$ cat src/rtl/seq_ctrl_if.sv
// Bus bundle between the sequencer and its datapath: instruction memory,
// register file and ALU. The sequencer is the master.
interface seq_ctrl_if #(
    parameter int unsigned DATA_W = 8,
    parameter int unsigned PC_W   = 8,
    parameter int unsigned REG_AW = 3
);
    logic [PC_W-1:0]   imem_addr;
    logic              imem_rd;
    logic [15:0]       imem_data;
    logic [REG_AW-1:0] rf_addr;
    logic              rf_rd;
    logic              rf_wr;
    logic [DATA_W-1:0] rf_wdata;
    logic [DATA_W-1:0] rf_rdata;
    logic [2:0]        alu_op;
    logic [DATA_W-1:0] alu_a;
    logic [DATA_W-1:0] alu_b;
    logic [DATA_W-1:0] alu_y;
    logic              alu_cy;
    logic              alu_zero;

    modport master (
        output imem_addr, imem_rd, rf_addr, rf_rd, rf_wr, rf_wdata, alu_op, alu_a, alu_b,
        input  imem_data, rf_rdata, alu_y, alu_cy, alu_zero
    );

    modport slave (
        input  imem_addr, imem_rd, rf_addr, rf_rd, rf_wr, rf_wdata, alu_op, alu_a, alu_b,
        output imem_data, rf_rdata, alu_y, alu_cy, alu_zero
    );
endinterface

$ cat src/rtl/seq_ctrl_unit.sv
// Fetch/decode/execute sequencer: walks each 16-bit instruction through operand
// reads, ALU execution, result and flag write-back, and jump resolution.
module seq_ctrl_unit #(
    parameter int unsigned DATA_W    = 8,
    parameter int unsigned PC_W      = 8,
    parameter int unsigned REG_AW    = 3,
    parameter int unsigned FLAG_ADDR = 7
) (
    input  logic            clk,
    input  logic            rst_n,
    input  logic            start,
    seq_ctrl_if.master      bus,
    output logic            busy,
    output logic            halted,
    output logic            instr_done,
    output logic [PC_W-1:0] pc
);
    // Opcodes 6/A/B carry SHL/INC/DEC; the rest follow the ALU encoding.
    localparam logic [3:0] OpAdd = 4'h0, OpSub = 4'h1, OpAnd = 4'h2, OpOr  = 4'h3;
    localparam logic [3:0] OpXor = 4'h4, OpInv = 4'h5, OpShl = 4'h6, OpMov = 4'h7;
    localparam logic [3:0] OpLdi = 4'h8, OpJz  = 4'h9, OpInc = 4'hA, OpDec = 4'hB;
    localparam logic [3:0] OpHlt = 4'hC, OpJc  = 4'hD, OpJnz = 4'hE, OpJmp = 4'hF;

    typedef enum logic [3:0] {
        StIdle, StFetch, StDecode, StRdA, StRdB, StExec, StWb, StWbf, StCond, StHalt
    } state_e;

    state_e            state_q, state_d;
    logic [PC_W-1:0]   pc_q, pc_d;
    logic [15:0]       ir_q, ir_d;
    logic [DATA_W-1:0] alu_a_q, alu_a_d, alu_b_q, alu_b_d, wdata_q, wdata_d;
    logic [2:0]        alu_op_q, alu_op_d;
    logic              cy_q, cy_d, zero_q, zero_d;

    logic [3:0]        op;
    logic [REG_AW-1:0] dst_addr, sa_addr, sb_addr, flag_addr;
    logic [2:0]        dec_alu_op;
    logic              a_from_dst, is_unary;
    logic [REG_AW-1:0] rf_addr;
    logic              rf_rd, rf_wr, imem_rd, taken;
    logic              unused_ir;

    assign op         = ir_q[15:12];
    assign dst_addr   = REG_AW'(ir_q[9:8]);
    assign sa_addr    = REG_AW'(ir_q[5:4]);
    assign sb_addr    = REG_AW'(ir_q[1:0]);
    assign flag_addr  = REG_AW'(FLAG_ADDR);
    assign a_from_dst = (op == OpShl) || (op == OpInc) || (op == OpDec);
    assign is_unary   = (op == OpInv) || (op == OpInc) || (op == OpDec);
    assign unused_ir  = ^ir_q[11:10];

    always_comb begin
        dec_alu_op = 3'b000;
        case (op)
            OpAdd, OpSub, OpAnd, OpOr, OpXor, OpInv: dec_alu_op = op[2:0];
            OpShl:                                   dec_alu_op = 3'b111;
            OpDec:                                   dec_alu_op = 3'b001;
            default:                                 dec_alu_op = 3'b000;
        endcase
    end

    always_ff @(posedge clk) begin
        if (!rst_n) begin
            state_q  <= StIdle;
            pc_q     <= '0;
            ir_q     <= '0;
            alu_a_q  <= '0;
            alu_b_q  <= '0;
            wdata_q  <= '0;
            alu_op_q <= 3'b000;
            cy_q     <= 1'b0;
            zero_q   <= 1'b0;
        end else begin
            state_q  <= state_d;
            pc_q     <= pc_d;
            ir_q     <= ir_d;
            alu_a_q  <= alu_a_d;
            alu_b_q  <= alu_b_d;
            wdata_q  <= wdata_d;
            alu_op_q <= alu_op_d;
            cy_q     <= cy_d;
            zero_q   <= zero_d;
        end
    end

    always_comb begin
        state_d    = state_q;
        pc_d       = pc_q;
        ir_d       = ir_q;
        alu_a_d    = alu_a_q;
        alu_b_d    = alu_b_q;
        wdata_d    = wdata_q;
        alu_op_d   = alu_op_q;
        cy_d       = cy_q;
        zero_d     = zero_q;
        imem_rd    = 1'b0;
        rf_rd      = 1'b0;
        rf_wr      = 1'b0;
        rf_addr    = dst_addr;
        instr_done = 1'b0;
        taken      = 1'b0;
        unique case (state_q)
            StIdle, StHalt: begin
                if (start) begin
                    pc_d    = '0;
                    state_d = StFetch;
                end
            end
            StFetch: begin
                imem_rd = 1'b1;
                ir_d    = bus.imem_data;
                state_d = StDecode;
            end
            StDecode: begin
                pc_d     = pc_q + PC_W'(1);
                alu_op_d = dec_alu_op;
                case (op)
                    OpJmp: begin
                        pc_d       = PC_W'(ir_q[7:0]);
                        instr_done = 1'b1;
                        state_d    = StFetch;
                    end
                    OpHlt: begin
                        instr_done = 1'b1;
                        state_d    = StHalt;
                    end
                    OpLdi: begin
                        wdata_d = DATA_W'(ir_q[7:0]);
                        state_d = StWb;
                    end
                    OpJz, OpJc, OpJnz: state_d = StCond;
                    default:           state_d = StRdA;
                endcase
            end
            StRdA: begin
                rf_rd   = 1'b1;
                rf_addr = a_from_dst ? dst_addr : sa_addr;
                alu_a_d = bus.rf_rdata;
                wdata_d = bus.rf_rdata;
                if (op == OpMov) begin
                    state_d = StWb;
                end else if (is_unary) begin
                    alu_b_d = (op == OpInv) ? '0 : DATA_W'(1);
                    state_d = StExec;
                end else begin
                    state_d = StRdB;
                end
            end
            StRdB: begin
                rf_rd   = 1'b1;
                rf_addr = (op == OpShl) ? sa_addr : sb_addr;
                alu_b_d = bus.rf_rdata;
                state_d = StExec;
            end
            StExec: begin
                wdata_d = bus.alu_y;
                cy_d    = bus.alu_cy;
                zero_d  = bus.alu_zero;
                state_d = StWb;
            end
            StWb: begin
                rf_wr = 1'b1;
                if (op == OpMov || op == OpLdi) begin
                    instr_done = 1'b1;
                    state_d    = StFetch;
                end else begin
                    wdata_d = {cy_q, zero_q, {(DATA_W-2){1'b0}}};
                    state_d = StWbf;
                end
            end
            StWbf: begin
                rf_wr      = 1'b1;
                rf_addr    = flag_addr;
                instr_done = 1'b1;
                state_d    = StFetch;
            end
            StCond: begin
                rf_rd = 1'b1;
                case (op)
                    OpJz: begin
                        rf_addr = flag_addr;
                        taken   = bus.rf_rdata[DATA_W-2];
                    end
                    OpJc: begin
                        rf_addr = flag_addr;
                        taken   = bus.rf_rdata[DATA_W-1];
                    end
                    default: taken = |bus.rf_rdata;
                endcase
                if (taken) pc_d = PC_W'(ir_q[7:0]);
                instr_done = 1'b1;
                state_d    = StFetch;
            end
            default: state_d = StIdle;
        endcase
    end

    // A write cut short by reset must not reach the register file.
    assign bus.rf_wr     = rf_wr & rst_n;
    assign bus.rf_rd     = rf_rd;
    assign bus.rf_addr   = rf_addr;
    assign bus.rf_wdata  = wdata_q;
    assign bus.imem_rd   = imem_rd;
    assign bus.imem_addr = pc_q;
    assign bus.alu_op    = alu_op_q;
    assign bus.alu_a     = alu_a_q;
    assign bus.alu_b     = alu_b_q;

    assign pc     = pc_q;
    assign busy   = (state_q != StIdle) && (state_q != StHalt);
    assign halted = (state_q == StHalt);
endmodule

$ cat src/flat_wrapper.sv
// flat-port wrapper written by rule: the top's interface ports become plain ports
module seq_ctrl_unit_flat 
#(
    parameter int unsigned DATA_W    = 8,
    parameter int unsigned PC_W      = 8,
    parameter int unsigned REG_AW    = 3,
    parameter int unsigned FLAG_ADDR = 7
)
  (clk, rst_n, start, busy, halted, instr_done, pc, bus_imem_addr, bus_imem_rd, bus_rf_addr, bus_rf_rd, bus_rf_wr, bus_rf_wdata, bus_alu_op, bus_alu_a, bus_alu_b, bus_imem_data, bus_rf_rdata, bus_alu_y, bus_alu_cy, bus_alu_zero);
  seq_ctrl_if #(.DATA_W(DATA_W), .PC_W(PC_W), .REG_AW(REG_AW)) bus_i ();
  input  logic clk;
  input  logic rst_n;
  input  logic start;
  output logic busy;
  output logic halted;
  output logic instr_done;
  output logic [PC_W-1:0] pc;
  output wire logic [$bits(bus_i.imem_addr)-1:0] bus_imem_addr;
  output wire logic [$bits(bus_i.imem_rd)-1:0] bus_imem_rd;
  output wire logic [$bits(bus_i.rf_addr)-1:0] bus_rf_addr;
  output wire logic [$bits(bus_i.rf_rd)-1:0] bus_rf_rd;
  output wire logic [$bits(bus_i.rf_wr)-1:0] bus_rf_wr;
  output wire logic [$bits(bus_i.rf_wdata)-1:0] bus_rf_wdata;
  output wire logic [$bits(bus_i.alu_op)-1:0] bus_alu_op;
  output wire logic [$bits(bus_i.alu_a)-1:0] bus_alu_a;
  output wire logic [$bits(bus_i.alu_b)-1:0] bus_alu_b;
  input wire logic [$bits(bus_i.imem_data)-1:0] bus_imem_data;
  input wire logic [$bits(bus_i.rf_rdata)-1:0] bus_rf_rdata;
  input wire logic [$bits(bus_i.alu_y)-1:0] bus_alu_y;
  input wire logic [$bits(bus_i.alu_cy)-1:0] bus_alu_cy;
  input wire logic [$bits(bus_i.alu_zero)-1:0] bus_alu_zero;
  assign bus_imem_addr = bus_i.imem_addr;
  assign bus_imem_rd = bus_i.imem_rd;
  assign bus_rf_addr = bus_i.rf_addr;
  assign bus_rf_rd = bus_i.rf_rd;
  assign bus_rf_wr = bus_i.rf_wr;
  assign bus_rf_wdata = bus_i.rf_wdata;
  assign bus_alu_op = bus_i.alu_op;
  assign bus_alu_a = bus_i.alu_a;
  assign bus_alu_b = bus_i.alu_b;
  assign bus_i.imem_data = bus_imem_data;
  assign bus_i.rf_rdata = bus_rf_rdata;
  assign bus_i.alu_y = bus_alu_y;
  assign bus_i.alu_cy = bus_alu_cy;
  assign bus_i.alu_zero = bus_alu_zero;
  seq_ctrl_unit #(.DATA_W(DATA_W), .PC_W(PC_W), .REG_AW(REG_AW), .FLAG_ADDR(FLAG_ADDR)) u_core (.clk(clk), .rst_n(rst_n), .start(start), .bus(bus_i), .busy(busy), .halted(halted), .instr_done(instr_done), .pc(pc));
endmodule
$ cat config.mk
export PLATFORM = sky130hd
export DESIGN_NAME = seq_ctrl_unit_flat
export DESIGN_NICKNAME = d
export VERILOG_FILES = /design/src/rtl/seq_ctrl_if.sv /design/src/rtl/seq_ctrl_unit.sv /design/src/flat_wrapper.sv
export SDC_FILE = /design/constraint.sdc
export NUM_CORES = 1
export LEC_CHECK = 0
export ABC_AREA = 1
export CAP_MARGIN = 20
export CORE_MARGIN = 3
export CORE_UTILIZATION = 40
export DETAILED_ROUTE_END_ITERATION = 10
export PLACE_DENSITY_LB_ADDON = 0.05
export SETUP_SLACK_MARGIN = 0.3
export SLEW_MARGIN = 15
export SYNTH_ARGS = -nofsm -noshare
export SYNTH_HDL_FRONTEND = slang
export SYNTH_SLANG_ARGS = --single-unit
$ cat constraint.sdc
create_clock -name clk -period 2 [get_ports clk]
set_input_delay 0.5 -clock clk [delete_from_list [all_inputs] [get_ports clk]]
set_output_delay 0.5 -clock clk [all_outputs]
set_load 0.05 [all_outputs]
==> flow_summary.json <==
{
  "violations": "setup timing",
  "clkTransAtPathRegs_ps": 90,
  "ios": 89,
  "cp_slowest_cell": "dfxtp_4",
  "clk_latency_ps": 310,
  "cap_viol_max_count": 0,
  "worst_pin_slew_ps": 422,
  "hold_viol_final": 0,
  "grt_pass1_vias": 3141,
  "htree_levels": 2,
  "grt_start_max_net_pins": 36,
  "ir_drop_uv": 646,
  "nets": 623,
  "cts_buffer_depth": 2,
  "synth_fa_ha_area_frac": 0.00417,
  "hpwl_um": 6840,
  "combPwrFrac": 0.620,
  "syn_inst": 476,
  "portBuffers": 86,
  "cp.required_ps": 1500,
  "drive_gt1_frac": 0.300,
  "clock-skew-final_ps": 7.60,
  "worstHoldPathType": "reg2reg",
  "synth_warnings": 0,
  "grt_pass1_wl_um": 15100,
  "grt_use_total": 0.218,
  "worst_path_largest_cell_delay_ps": 390,
  "core_area_mm2": 0.00702,
  "synth_xor_xnor_area_share": 0.00292,
  "cp-start-kind": "register",
  "r2r-start": "u_core.state_q[2]",
  "numCtsBuffers": 5,
  "final_cell_mix": "nand2_1, buf_4, nor2_1",
  "route.detailed.drc": 0,
  "crit_start": "u_core.state_q[2]",
  "rsz0062_at_grt": "yes",
  "finalWorstSetupSlack_ps": -128,
  "p_per_area_mw_per_mm2": 1520,
  "synth_area_mm2": 0.00300,
  "initial_core_util": 0.427,
  "ant_nets": 0,
  "yosys.area.top_type": "dfxtp_1",
  "min_period_ps": 2130,
  "viasPerCell": 4.84,
  "power_switching_w": 0.00345,
  "cts_num_sinks": 55,
  "syn2layout_area_growth_pct": 52.2,
  "ff2ff_setup_slack_ps": 260,
  "status": "finished, violations left",
  "postCtsHoldBufs": 0,
  "synthSimpleGateAreaFrac": 0.365,
  "synth_top_cell_area_share": 0.367,
  "antenna_found_initial": 0,
  "leakagePower_nw": 2.18,
  "crit_chain": "nor2_2, nand3_1, o22ai_2, nand2_1, nand4_1, buf_12",
  "synth.area.mux_share": 0,
  "postSynthAreaPerCell_um2": 6.30,
  "internal_power_w": 0.00347,
  "criticalPathCategory": "reg2out",
  "min_period_over_period": 1.06,
  "p_clk_frac": 0.112,
  "final_common_cell": "nand2_1",
  "detail_route.wl_per_cell_um": 13.9,
  "crit_fanout": 4,
  "max_slew_margin": 0.718,
  "endpoint_kind": "output port",
  "diodes": 0,
  "grt_overflow": 0,
  "dr.pass1.iters": 5,
  "fin_setup_tns_ps": -260,
  "postLayoutCoreUtil": 0.650,
  "die-area_mm2": 0.00857,
  "die_w_um": 92.6,
  "cts_tree": "done",
  "post-place-ws_ps": 14.6,
  "fillers": 645,
  "cp-endpoint": "bus_rf_addr[0]",
  "drt-initial-drc-count": 118,
  "place_congestion": 0.826,
  "synth_compound_area_frac": 0.146,
  "rr_endpoint": "u_core.bus.rf_wdata[4]",
  "clockRootBuffer": "clkbuf_8",
  "synth.area.top_cells": "dfxtp_1, nand2_1, nor2_1, inv_1, o21ai_0",
  "cp.arrival_ps": 1630,
  "setup-violations-final": 3,
  "synth_top_family_by_area": "simple AND/OR/NAND/NOR gates",
  "synthesis.nets": 514,
  "routed_wl_um": 9480,
  "seq_area_frac_synth": 0.367,
  "report.final.slew_viol_count": 0,
  "seq_power_share": 0.268,
  "rows": 30,
  "timing.fmax_mhz": 470,
  "ys_ff_latch": 55,
  "die_y_um": 92.6,
  "vias": 3302,
  "switching_share": 0.498,
  "yosysUniqueCellTypes": 32,
  "reg2reg_depth": 7
}
state kept, by name (all words and copies together) (netlist names), 3 cells and up:
| signal | flops |
|---|---|
| u_core.bus.imem_addr | 8 |
| u_core.bus.rf_wdata | 8 |
| u_core.bus.alu_b | 8 |
| u_core.state_q | 4 |
| u_core.bus.alu_a | 8 |
| u_core.ir_q | 14 |
| u_core.bus.alu_op | 3 |
through the flow:
step	total power [W]	instances	instance area, µm²	hold WS [ps]
2_1_floorplan	0.00440	476	3060	430
3_3_place_gp	0.00538	651	3980	437
3_5_place_dp	0.00541	651	3980	439
4_1_cts	0.00647	671	4310	456
5_1_grt	0.00737	682	4560	477
6_report	0.00693	682	4560	452
routing by layer:
metal	global-route usage	routed length, µm	up-vias
met3	0.0471	624	14
met5	0	0	-
met1	0.291	4320	1482
met2	0.349	4390	96
li1	-	-	1710
met4	0.0705	144	0
synthesized netlist by cell type:
| master | n |
|---|---|
| a21oi_1 | 28 |
| a21oi_2 | 1 |
| a21oi_4 | 1 |
| a22oi_1 | 7 |
| a31oi_1 | 3 |
| a41oi_1 | 1 |
| buf_2 | 5 |
| buf_4 | 9 |
| buf_6 | 1 |
| buf_8 | 1 |
| clkbuf_1 | 7 |
| clkinv_1 | 1 |
| dfxtp_1 | 55 |
| ha_1 | 1 |
| inv_1 | 48 |
| inv_2 | 4 |
| nand2_1 | 143 |
| nand2_2 | 3 |
| nand2_4 | 1 |
| nand3_1 | 21 |
| nand3_2 | 2 |
| nand4_1 | 5 |
| nor2_1 | 84 |
| nor2_2 | 5 |
| nor2_4 | 1 |
| nor3_1 | 3 |
| o21ai_0 | 29 |
| o21ai_4 | 1 |
| o21bai_1 | 2 |
| o22ai_1 | 1 |
| o2bb2ai_1 | 1 |
| xnor2_1 | 1 |
repair_timing:
action                                 4_1_cts  5_1_grt
endpoints found under the hold margin        0        0
gates resized for setup                     46       49
pin swaps                                   10       14
buffers inserted                            12       10
setup endpoints to repair                   28       40
gates cloned                                 0        1
worst min-delay path by stage:
stage | start | end | slack [ps] | cells after the start
after floorplan | u_core.cy_q | u_core.cy_q | 430 | 2
after global placement | u_core.bus.alu_b[0] | u_core.bus.alu_b[0] | 440 | 2
after detailed placement | u_core.bus.alu_b[0] | u_core.bus.alu_b[0] | 440 | 2
after CTS | u_core.bus.alu_b[0] | u_core.bus.alu_b[0] | 460 | 2
after global routing | u_core.bus.alu_b[0] | u_core.bus.alu_b[0] | 480 | 2
final | u_core.bus.alu_b[0] | u_core.bus.alu_b[0] | 450 | 2
logic make-up after synthesis:
logic type	Yosys count
DFF	55
adders and majority gates	1
buffers and inverters	76
xor gates and xnor gates	1
AOI/OAI and AO/OA	75
and+or+nand+nor	268
critical path: cells and delay by family (launching register included):
family	cells	cell delay [ps]
simple gates	4	600
flops	1	390
compound gates	1	170
buf+inv	1	160
power by group through the flow:
stage | Combinational (W) | Clock, W | Sequential, W
floorplan | 0.00206 | 0 | 0.00234
global placement | 0.00357 | 0 | 0.00181
detailed placement | 0.00359 | 0 | 0.00181
CTS | 0.00384 | 0.000798 | 0.00183
global route | 0.00462 | 0.000844 | 0.00191
finish | 0.00429 | 0.000779 | 0.00185
cell type report:
cell class / instances / area (µm²) / share of cell area
multi-input combinational: 346 / 1830 / 0.400
timing repair buffer: 124 / 1140 / 0.251
sequential: 55 / 1130 / 0.248
inverter: 53 / 225 / 0.0493
tap: 96 / 120 / 0.0263
clock buffer: 6 / 82.6 / 0.0181
clock inverter: 2 / 35.0 / 0.00768
No activity file was read; power rests on OpenSTA's default activity.
